$ cat config.mk
export PLATFORM = sky130hd
export DESIGN_NAME = lfsr_rng
export DESIGN_NICKNAME = d
export VERILOG_FILES = /design/src/rtl/lfsr_rng.sv
export SDC_FILE = /design/constraint.sdc
export NUM_CORES = 1
export LEC_CHECK = 0
export CORE_MARGIN = 2
export CORE_UTILIZATION = 41
export CTS_CLUSTER_DIAMETER = 50
export DETAILED_ROUTE_END_ITERATION = 8
export GPL_ROUTABILITY_DRIVEN = 0
export PLACE_DENSITY = 0.69
export SLEW_MARGIN = 10
export SYNTH_ARGS = -nofsm -noshare
export SYNTH_HDL_FRONTEND = slang
export SYNTH_SLANG_ARGS = --single-unit
$ cat constraint.sdc
create_clock -name clk_i -period 7.9 [get_ports clk_i]
set_input_delay 1.58 -clock clk_i [delete_from_list [all_inputs] [get_ports clk_i]]
set_output_delay 1.58 -clock clk_i [all_outputs]
set_load 0.05 [all_outputs]
$ cat src/rtl/lfsr_rng.sv
// rtl/lfsr_rng.sv - Fibonacci LFSR random source with seeding and rejection-sampled draw port
module lfsr_rng #(
  parameter int               WIDTH   = 30,
  parameter logic [WIDTH-1:0] SEED    = WIDTH'(1),
  parameter int               OUT_W   = 8,
  parameter int               MAX_TRY = 16
) (
  input  logic             clk_i,
  input  logic             rst_i,
  input  logic             en_i,
  input  logic             seed_we_i,
  input  logic [WIDTH-1:0] seed_in_i,
  output logic [WIDTH-1:0] data_o,
  input  logic             req_i,
  input  logic [OUT_W-1:0] range_i,
  output logic             busy_o,
  output logic             valid_o,
  output logic [OUT_W-1:0] value_o
);

  localparam int TRY_W = (MAX_TRY > 1) ? $clog2(MAX_TRY) : 1;

  localparam logic [1:0] ST_IDLE   = 2'd0;
  localparam logic [1:0] ST_SAMPLE = 2'd1;
  localparam logic [1:0] ST_DONE   = 2'd2;

  if (OUT_W > WIDTH) begin : g_bad_out_w
    $error("lfsr_rng: OUT_W must not exceed WIDTH");
  end
  if (MAX_TRY < 1) begin : g_bad_max_try
    $error("lfsr_rng: MAX_TRY must be at least 1");
  end
  if (SEED == '0) begin : g_bad_seed
    $error("lfsr_rng: SEED must be nonzero");
  end

  logic [WIDTH-1:0] data_q, data_d;
  logic [1:0]       state_q, state_d;
  logic [OUT_W-1:0] rng_q, rng_d;
  logic [TRY_W-1:0] try_q, try_d;
  logic [OUT_W-1:0] value_q, value_d;
  logic             fb;

  // Maximal-length tap sets, shift-left Fibonacci form
  if (WIDTH == 8) begin : g_t8
    assign fb = data_q[7] ^ data_q[5] ^ data_q[4] ^ data_q[3];
  end else if (WIDTH == 16) begin : g_t16
    assign fb = data_q[15] ^ data_q[14] ^ data_q[12] ^ data_q[3];
  end else if (WIDTH == 24) begin : g_t24
    assign fb = data_q[23] ^ data_q[22] ^ data_q[21] ^ data_q[16];
  end else if (WIDTH == 30) begin : g_t30
    assign fb = data_q[29] ^ data_q[5] ^ data_q[3] ^ data_q[0];
  end else if (WIDTH == 32) begin : g_t32
    assign fb = data_q[31] ^ data_q[21] ^ data_q[1] ^ data_q[0];
  end else begin : g_bad_width
    $error("lfsr_rng: WIDTH must be 8, 16, 24, 30 or 32");
    assign fb = 1'b0;
  end

  logic [OUT_W-1:0] rng_m1, mask, cand;
  logic             accept, last_try;

  assign rng_m1 = rng_q - OUT_W'(1);

  // Mask covers every bit at or below the top set bit of rng_q-1
  always_comb begin
    mask = '0;
    if (rng_q == '0) begin
      mask = '1;
    end else begin
      for (int i = 0; i < OUT_W; i++) begin
        mask[i] = |(rng_m1 >> i);
      end
    end
  end

  assign cand     = data_q[OUT_W-1:0] & mask;
  assign accept   = (rng_q == '0) || (cand < rng_q);
  assign last_try = (try_q == TRY_W'(MAX_TRY - 1));

  always_comb begin
    if (seed_we_i) begin
      data_d = (seed_in_i == '0) ? SEED : seed_in_i;
    end else if (en_i || (state_q == ST_SAMPLE)) begin
      data_d = {data_q[WIDTH-2:0], fb};
    end else begin
      data_d = data_q;
    end
  end

  always_comb begin
    state_d = state_q;
    rng_d   = rng_q;
    try_d   = try_q;
    value_d = value_q;
    case (state_q)
      ST_IDLE: begin
        if (req_i) begin
          rng_d   = range_i;
          try_d   = '0;
          state_d = ST_SAMPLE;
        end
      end
      ST_SAMPLE: begin
        if (accept) begin
          value_d = cand;
          state_d = ST_DONE;
        end else if (last_try) begin
          value_d = cand - rng_q;
          state_d = ST_DONE;
        end else begin
          try_d = try_q + TRY_W'(1);
        end
      end
      ST_DONE: state_d = ST_IDLE;
      default: state_d = ST_IDLE;
    endcase
  end

  always_ff @(posedge clk_i or posedge rst_i) begin
    if (rst_i) begin
      data_q  <= SEED;
      state_q <= ST_IDLE;
      rng_q   <= '0;
      try_q   <= '0;
      value_q <= '0;
    end else begin
      data_q  <= data_d;
      state_q <= state_d;
      rng_q   <= rng_d;
      try_q   <= try_d;
      value_q <= value_d;
    end
  end

  assign data_o  = data_q;
  assign busy_o  = (state_q != ST_IDLE);
  assign valid_o = (state_q == ST_DONE);
  assign value_o = value_q;

endmodule

## Word level (Yosys, flattened, before mapping)

Cells that the tools add are included.

| word-level totals | value |
|---|---|
| memories | 0 |
| input bits | 43 |
| register bits | 52 |
| bits in writable memories | 0 |
| word-level logic and storage cells | 54 |
| bits in latches | 0 |
| ROM bits | 0 |

| cells by class | value |
|---|---|
| equality and inequality tests | 7 |
| multiply operators | 0 |
| bitwise logic cells | 4 |
| mux-type cells | 14 |
| reductions and logical operators | 20 |
| div/mod/pow operators | 0 |
| shift-type cells | 0 |
| $add $sub $neg | 3 |
| magnitude comparators | 1 |

Operators by type and width:

| kind | number |
|---|---|
| two-way mux 30 bit | 3 |
| zero test 30 bit | 1 |
| two-way mux 8 bit | 3 |
| two-way mux 4 bit | 3 |
| bitwise AND 8 bit | 1 |
| zero test 8 bit | 1 |
| < comparator 8 bit | 1 |
| case mux 4 bit (2 select lines) | 1 |
| nonzero test 2 bit | 4 |
| OR reduction 8 bit | 1 |
| subtractor 8 x 1 -> 8 bit (second input constant) | 1 |
| subtractor 8 bit | 1 |
| OR reduction 7 bit | 1 |
| two-way mux 2 bit | 3 |
| != test 2 bit (second input constant) | 3 |
| AND reduction 2 bit | 3 |
| OR reduction 6 bit | 1 |
| OR reduction 5 bit | 1 |
| adder 4 x 1 -> 4 bit (second input constant) | 1 |
| equality test 4 bit (second input constant) | 1 |
| case mux 2 bit (2 select lines) | 1 |
| AND reduction 4 bit | 1 |
| OR reduction 4 bit | 1 |
| != test 3 bit (second input constant) | 1 |
| other kinds (7) | 10 |

## Depth between registers and ports, before layout

| logic depth | value |
|---|---|
| word-level depth | 8 |
| mapped depth | 16 |

## Worst setup path before layout

Ideal clock, no wire load.

| timing | value |
|---|---|
| path type | reg2reg |
| from | register rng_q[1] |
| to | register value_q[7], in the netlist value_o[7] |
| slack | 3998 ps |
| setup time | 87 ps |
| required time | 7813 ps |
| arrival time | 3815 ps |
| clock period less this slack | 3902 ps |
| cell stages (with the launch flop) | 16 |
| cells stage by stage | dfrtp_1 -> inv_1 -> ha_1 -> or4b_4 -> xnor2_1 -> a2bb2oi_1 -> o31a_1 -> inv_1 -> ha_1 -> inv_1 -> fa_1 -> a211oi_1 -> o21ai_0 -> and3_4 -> or4_1 -> o211ai_1 |

| on the way | value |
|---|---|
| word-level cells in the longest chain between the ends | 8 |
| elaborated cells on any way between the ends | 18 |
| classes of those cells | add/sub (2); order compare (1); mux (3); bitwise (1); reduce/logical (11) |

Ends and longest elaborated chain:

| item | line | RTL |
|---|---|---|
| start, declared | 39 | `logic [OUT_W-1:0] rng_q, rng_d;` |
| start signal, assigned | 130 | `rng_q <= rng_d;` |
| subtractor 8 x 1 -> 8 bit | 63 | `assign rng_m1 = rng_q - OUT_W'(1);` |
| OR reduction 8 bit (tied with other cells) | 72 | `mask[i] = \|(rng_m1 >> i);` |
| two-way mux 8 bit | 68 | `if (rng_q == '0) begin` |
| bitwise AND 8 bit | 77 | `assign cand = data_q[OUT_W-1:0] & mask;` |
| < comparator 8 bit | 78 | `assign accept = (rng_q == '0) \|\| (cand < rng_q);` |
| logical OR 1 bit | 78 |  |
| nonzero test 2 bit (no line) | - |  |
| AND reduction 2 bit (no line) | - |  |
| end signal, assigned | 132 | `value_q <= value_d;` |
| end, declared | 41 | `logic [OUT_W-1:0] value_q, value_d;` |

Several ways; a longest one is shown, not always the timed one. The select of a mux whose other input is x is not followed.
A chain may end at the register's enable or synchronous reset.

## Final worst setup path

| timing | value |
|---|---|
| from | register rng_q[1] |
| to | register value_q[6], in the netlist value_o[6] |

The elaborated chain is that of the path after synthesis.

==> results.tsv <==
metric	value	unit
grt.met1_usage	26.11	%
grt_pass1_vias	2870	
vias	2898	
tns	0	ns
start_util	42.89	%
drive_gt1_share	4.773	%
synth_top_area_share	40.59	%
worstPathMaxFanout	11	
syn_avg_cell_area	9.140	um^2
synth_top_flop_cell	dfrtp_1	
met2_usage	33.58	%
cts_tree	built	
io_buffers	82	
synth_top_family_by_area	compound AO/OA/AOI/OAI gates	
grt_pass1_wl	13810	um
yosysTopAreaCell	dfrtp_1	
end_kind	register	
htreeDepth	2	
p_leak	1.711	nW
cts_sinks	52	
yosys.area_share.adder	5.014	%
synthMuxAreaShare	9.550	%
dr.pass1.iters	4	
cts.path.max_buffers	2	
period_needed	4.663	ns
crit_chain	inv_1 > ha_1 > or4b_4 > xnor2_1 > a2bb2oi_1 > o31a_1 > inv_1 > ha_1 > inv_1 > fa_1 > a211oi_1 > o21ai_0 > nand3_1 > o21ai_0 > inv_1 > o221ai_1	
period_share	59.03	%
hold_viol	0	
outcome	finished clean	
postRouteAntennaNets	0	
area_growth	31.60	%
synth_common_cells	dfrtp_1, nor2_1, a21oi_1, mux2i_1, o21ai_0	
fin_nets	473	
cts_made_buffers	5	
use_met3	5.228	%
dp_worst_setup_slack	3.332	ns
die_area	8385	um^2
clk_pin_slew_worst_paths	0.10	ns
routed_wl	8143	um
skew	0.01373	ns
crit_family	compound AO/OA/AOI/OAI gates	
worstPathArrival	4.89	ns
maxCapViolCount	0	
yosys.cell_types.count	50	
yosys.area_share.simple	17.63	%
yosysMostFrequentCell	dfrtp_1	
drc	0	
synthTopCellsByArea	dfrtp_1, mux2i_1, a21oi_1, ha_1, nor2_1	
maxSlewHeadroom	35.37	%
async_reset_ff_share	100.0	%
dpl.hpwl	6016	um
setup_viol	0	
path_buf_inv	4	
cp.depth	16	
synth_nets	399	
required	8.12	ns
cp_slowest_stage_delay	0.52	ns
ys_ff_latch	52	
hold_buffers	0	
dieHeight	91.57	um
reg2reg_depth	16	
worst_pin_slew	0.9695	ns
cp_common_cell	inv_1	
drt_iter0_markers	142	
critPathSlowestCell	o21ai_0	
viasPerCell	5.595	
synth_xor_xnor_area_share	2.507	%
syn_area	3144	um^2
synth_compound_area_share	19.66	%
clk_latency	0.30	ns
ctsResizeCount	0	
grt_max_degree	59	
max_freq	214.4	MHz
routedWlPerCell	15.72	um
synth_cells	344	
hold_ws	0.5446	ns
rsz0062_at_grt	false	
globalRouteTotalUtil	20.12	%
ioPinCount	83	
start_kind	register	
die-width	91.57	um
synth-seq-area-share	41.42	%
root_buffer	clkbuf_8	
diodes	0	
hold_class	reg -> reg	
peakVddDrop	165.9	uV
setup_ws	3.237	ns
gr-total-overflow	0	
power.density	426.0	nW/um^2
antenna_found_initial	0	
top_usage_layer	met2	
path_class	reg -> reg	
whs_path_depth	1	
rows	31	
synth_edf_count	0	
slew_violations	0	
core	7331	um^2
ys_warn_count	0	
fill_cells	669	
cts_setup_buffers	0	
==> per-layer routing <==
metal  wire (um)  part of all wire, %
met1        3660                   45
met2        3914                   48
met3         468                  5.7
met4         100                  1.2
met5           0                    0
==> cell type report <==
cell class | count | area [um^2] | share of cell area [%]
tap | 99 | 123.9 | 2.994
timing repair buffer | 83 | 823.3 | 19.90
sequential | 52 | 1303 | 31.48
inverter | 19 | 71.32 | 1.724
clock inverter | 1 | 30.03 | 0.7257
clock buffer | 7 | 76.32 | 1.845
multi-input combinational | 257 | 1710 | 41.34
==> stage by stage <==
| stage | util (%) | instances | area (um^2) | power (mW) |
|---|---|---|---|---|
| 3_5_place_dp | 54.99 | 510 | 4031 | 1.578 |
| 5_1_grt | 56.44 | 518 | 4138 | 1.903 |
| 6_report | 56.44 | 518 | 4138 | 1.763 |
| 4_1_cts | 56.44 | 518 | 4138 | 1.766 |
| 3_3_place_gp | 54.99 | 510 | 4031 | 1.566 |
| 2_1_floorplan | - | 344 | 3144 | 1.257 |
==> cell families (layout without fill, tap and decap cells) <==
| logic type | after synthesis | after routing |
|---|---|---|
| fa+ha+maj | 12 | 12 |
| mux | 30 | 30 |
| compound gates | 98 | 98 |
| xor+xnor | 9 | 9 |
| simple gates | 108 | 108 |
| flops | 52 | 52 |
| buf+inv | 35 | 110 |
==> layout by cell type (no fill, tap or decap), types with 3 or more instances in the layout <==
cell type / Yosys / layout
clkdlybuf4s50_1: 0 / 81
dfrtp_1: 51 / 51
nor2_1: 36 / 36
a21oi_1: 34 / 34
mux2i_1: 30 / 30
o21ai_0: 23 / 23
nand2_1: 19 / 19
inv_1: 19 / 18
nor4_1: 11 / 11
ha_1: 11 / 11
nand3_1: 8 / 8
nor3_1: 7 / 7
o211ai_1: 6 / 6
xnor2_1: 6 / 6
o21a_1: 5 / 5
or4_1: 5 / 5
clkbuf_8: 0 / 5
o21bai_1: 4 / 4
a211oi_1: 4 / 4
nor2b_1: 3 / 3
o31a_1: 3 / 3
xor2_1: 3 / 3
nand2b_1: 3 / 3
a221o_1: 3 / 3
o221ai_1: 3 / 3
==> where the power goes <==
part / internal (mW) / switching (mW) / leakage, nW / total, mW
clock: 0.0950 / 0.0877 / 0.0524 / 0.183
sequential: 0.364 / 0.118 / 0.615 / 0.482
combinational: 0.417 / 0.681 / 1.04 / 1.10
total: 0.875 / 0.887 / 1.71 / 1.76
==> state kept, by name (all words and copies together) (netlist names) <==
| signal | cells |
|---|---|
| data_o | 30 |
| rng_q | 8 |
| value_o | 8 |
| try_q | 4 |
| state_q | 2 |
==> path summary, 6_finish.rpt <==
kind | from | endpoint | slack (ns)
worst max-delay path | rng_q[1]$_DFFE_PP0P_ | value_o[6]$_DFFE_PP0P_ | 3.24
worst min-delay path | value_o[4]$_DFFE_PP0P_ | value_o[4]$_DFFE_PP0P_ | 0.54
worst max register to register | rng_q[1]$_DFFE_PP0P_ | value_o[6]$_DFFE_PP0P_ | 3.24
worst min register to register | value_o[4]$_DFFE_PP0P_ | value_o[4]$_DFFE_PP0P_ | 0.54
max in group asynchronous | rst_i | data_o[28]$_DFFE_PP0P_ | 5.68
min in group asynchronous | rst_i | data_o[10]$_DFFE_PP0P_ | 1.76
Power figures use the tool's default switching activity.
==> RTL change: new RTL, config.mk and constraints unchanged <==
Take the reset off `value_q` and load it in a clocked block of its own.
--- a/src/rtl/lfsr_rng.sv
+++ b/src/rtl/lfsr_rng.sv
@@ -125,3 +125,2 @@
       try_q   <= '0;
-      value_q <= '0;
     end else begin
@@ -131,4 +130,7 @@
       try_q   <= try_d;
-      value_q <= value_d;
     end
+  end
+
+  always_ff @(posedge clk_i) begin
+    value_q <= value_d;
   end
Check against the original RTL: differs if rst_i is asserted again (counterexample within 4 cycles, from zero or initial values and one cycle with rst_i high); with rst_i held inactive, the same outputs for 10 cycles.
==> RTL change against the original RTL <==
- total power fell by 3.0%
- area after synthesis is 4.1% lower
- critical path depth unchanged
- synthesized cell count fell by 9.0%
- wire length shrank 13%
- non-clock buffer count grew 4
- sequential cell count did not move
- setup slack better by 0.37 ns
- final area decreased by 2.4%
- critical path type unchanged
- critical endpoint is now value_o[6]$_DFFE_PP_
- highest routed layer unchanged
==> RTL change: results (changes against the original RTL) <==
Run status
  – Outcome: complete, no violations

Logic synthesis
  – Synth top area cells: dfrtp_1 (36%), mux2i_1 (10%), edfxtp_1 (8.0%)
  – Yosys cell types: 48 (-4.0%)
  – FFs w/ async S/R, synth: 0.8462 (-0.1538)
  – Top FF cell, synth: dfrtp_1
  – Synth Warn #: 0 (unchanged)
  – Syn Nets: 368 (-7.8%)
  – Synth cell count leaders: o21ai_0 (46), dfrtp_1 (43), nand2_1 (41), mux2i_1 (31), nor2_1 (15)
  – Post-synth EDFFs: 8 (+8)
  – Sequential fraction of the synthesis area: 0.4454 (+0.03117)

Worst setup path
  – R2R Path End: value_o[6]$_DFFE_PP_
  – R2R setup slack: 3.60 ns (+0.37 ns)
  – FF-to-FF Start: rng_q[1]$_DFFE_PP0P_
  – CP Max Fanout: 16 (+5)
  – WP data arrival: 4.24 ns (-0.65 ns)

Timing
  – Clock skew: 0.004714 ns (-0.009014 ns)
  – TNS Setup: 0 ns (unchanged)
  – Slew HR: 0.3921 (+0.03839)

Pwr
  – Peak supply drop: 0.1706 mV (+2.9%)
  – P_leak: 1.656 nW (-3.2%)

Drt
  – Post-DR wirelength/cell: 14.35 um (-8.7%)
  – Vias: 2571 (-11%)
  – DRT Pass-1 Iters: 4 (unchanged)
  – Iteration-0 DRC Markers: 151 (+6.3%)

Clock tree
  – Clock insertion delay at the later pin of the skew report: 0.30 ns (about the same)
  – H-tree levels: 2 (unchanged)
  – Clock buffer count from CTS: 5 (unchanged)
  – Clock Pin Slew Worst Setup and Hold Paths: 0.09 ns

Min path
  – Hold Path Class: reg2reg
  – Endpoint, Worst Hold: data_o[23]$_DFFE_PP0P_
  – WHS Path Cells: 2 (+1)
  – Worst hold start: data_o[23]$_DFFE_PP0P_

GRT
  – Largest net degree at the start of global routing: 45 (-24%)
  – Vias in the first global route: 2409 (-16%)
  – First-pass GRT wire length: 11.44 mm (-17%)
  – Antenna violations before repair: 0 (unchanged)
  – Gr usage total: 0.1711 (-0.03010)

Layout
  – Layout cells sized above 1: 0.06107 (+0.01334)
  – Layout Nets: 447 (-5.5%)
  – Largest register FFs: 30 (unchanged)
  – Fillers: 641 (-4.2%)
  – Diode count: 0 (unchanged)

Place
  – DP Wirelength: 5.201 mm (-14%)
## RTL change: where the power goes
part	internal, mW	switching, mW
Combinational	0.425	0.631
Clock	0.0823	0.0886
Sequential	0.394	0.0896
## RTL change: worst max-delay path by stage
stage	endpoint	startpoint	cells past startpoint	slack, ns
after detailed placement	value_o[6]$_DFFE_PP_	rng_q[1]$_DFFE_PP0P_	16	3.63
final	value_o[6]$_DFFE_PP_	rng_q[1]$_DFFE_PP0P_	16	3.60
after global placement	value_o[6]$_DFFE_PP_	rng_q[1]$_DFFE_PP0P_	16	3.81
after CTS	value_o[6]$_DFFE_PP_	rng_q[1]$_DFFE_PP0P_	16	3.60
after floorplan	value_o[0]$_DFFE_PP_	rng_q[4]$_DFFE_PP0P_	15	3.97
after global routing	value_o[5]$_DFFE_PP_	rng_q[1]$_DFFE_PP0P_	16	3.29
## RTL change: logic make-up after synthesis
logic type                 synth area share
AOI/OAI and AO/OA                    0.1532
xor gates and xnor gates            0.02615
adders and majority gates           0.05230
buffers and inverters               0.03611
DFF                                  0.4454
muxes                                0.1291
and+or+nand+nor                      0.1577
## RTL change: metrics by stage
stage               hold WS, ns  utilization  area, um2  cells
floorplan                0.4716            -       3014    313
global placement         0.4876       0.5486       3936    484
detailed placement       0.4956       0.5486       3936    484
CTS                      0.5207       0.5627       4038    492
global route             0.5440       0.5627       4038    492
finish                   0.5115       0.5627       4038    492
## RTL change: layout make-up
class | instances | share of cell area
tap | 99 | 0.03068
sequential | 52 | 0.3325
multi-input combinational | 233 | 0.3883
clock buffer | 8 | 0.02510
timing repair buffer | 87 | 0.2113
inverter | 13 | 0.01209
## RTL change: worst max-delay path: stages (launching register included)
cell       delay [ns]
dfrtp_1          0.44
inv_1            0.17
ha_1             0.32
o211ai_1         0.13
a2bb2oi_1        0.17
a311oi_4         0.39
nand3_1          0.12
nand2_1          0.10
ha_1             0.17
inv_1            0.05
fa_1             0.42
a211oi_1         0.34
o21ai_0          0.15
nand2b_1         0.10
a21oi_1          0.06
buf_4            0.19
a21oi_1          0.59
## RTL change: layer usage
metal  GRT usage  up-vias  part of all wire
met5           0        -                 0
met4     0.03846        0            0.0035
met3     0.05029        2             0.063
met2      0.2784       75              0.47
met1      0.2278     1223              0.46
li1            -     1271                 -
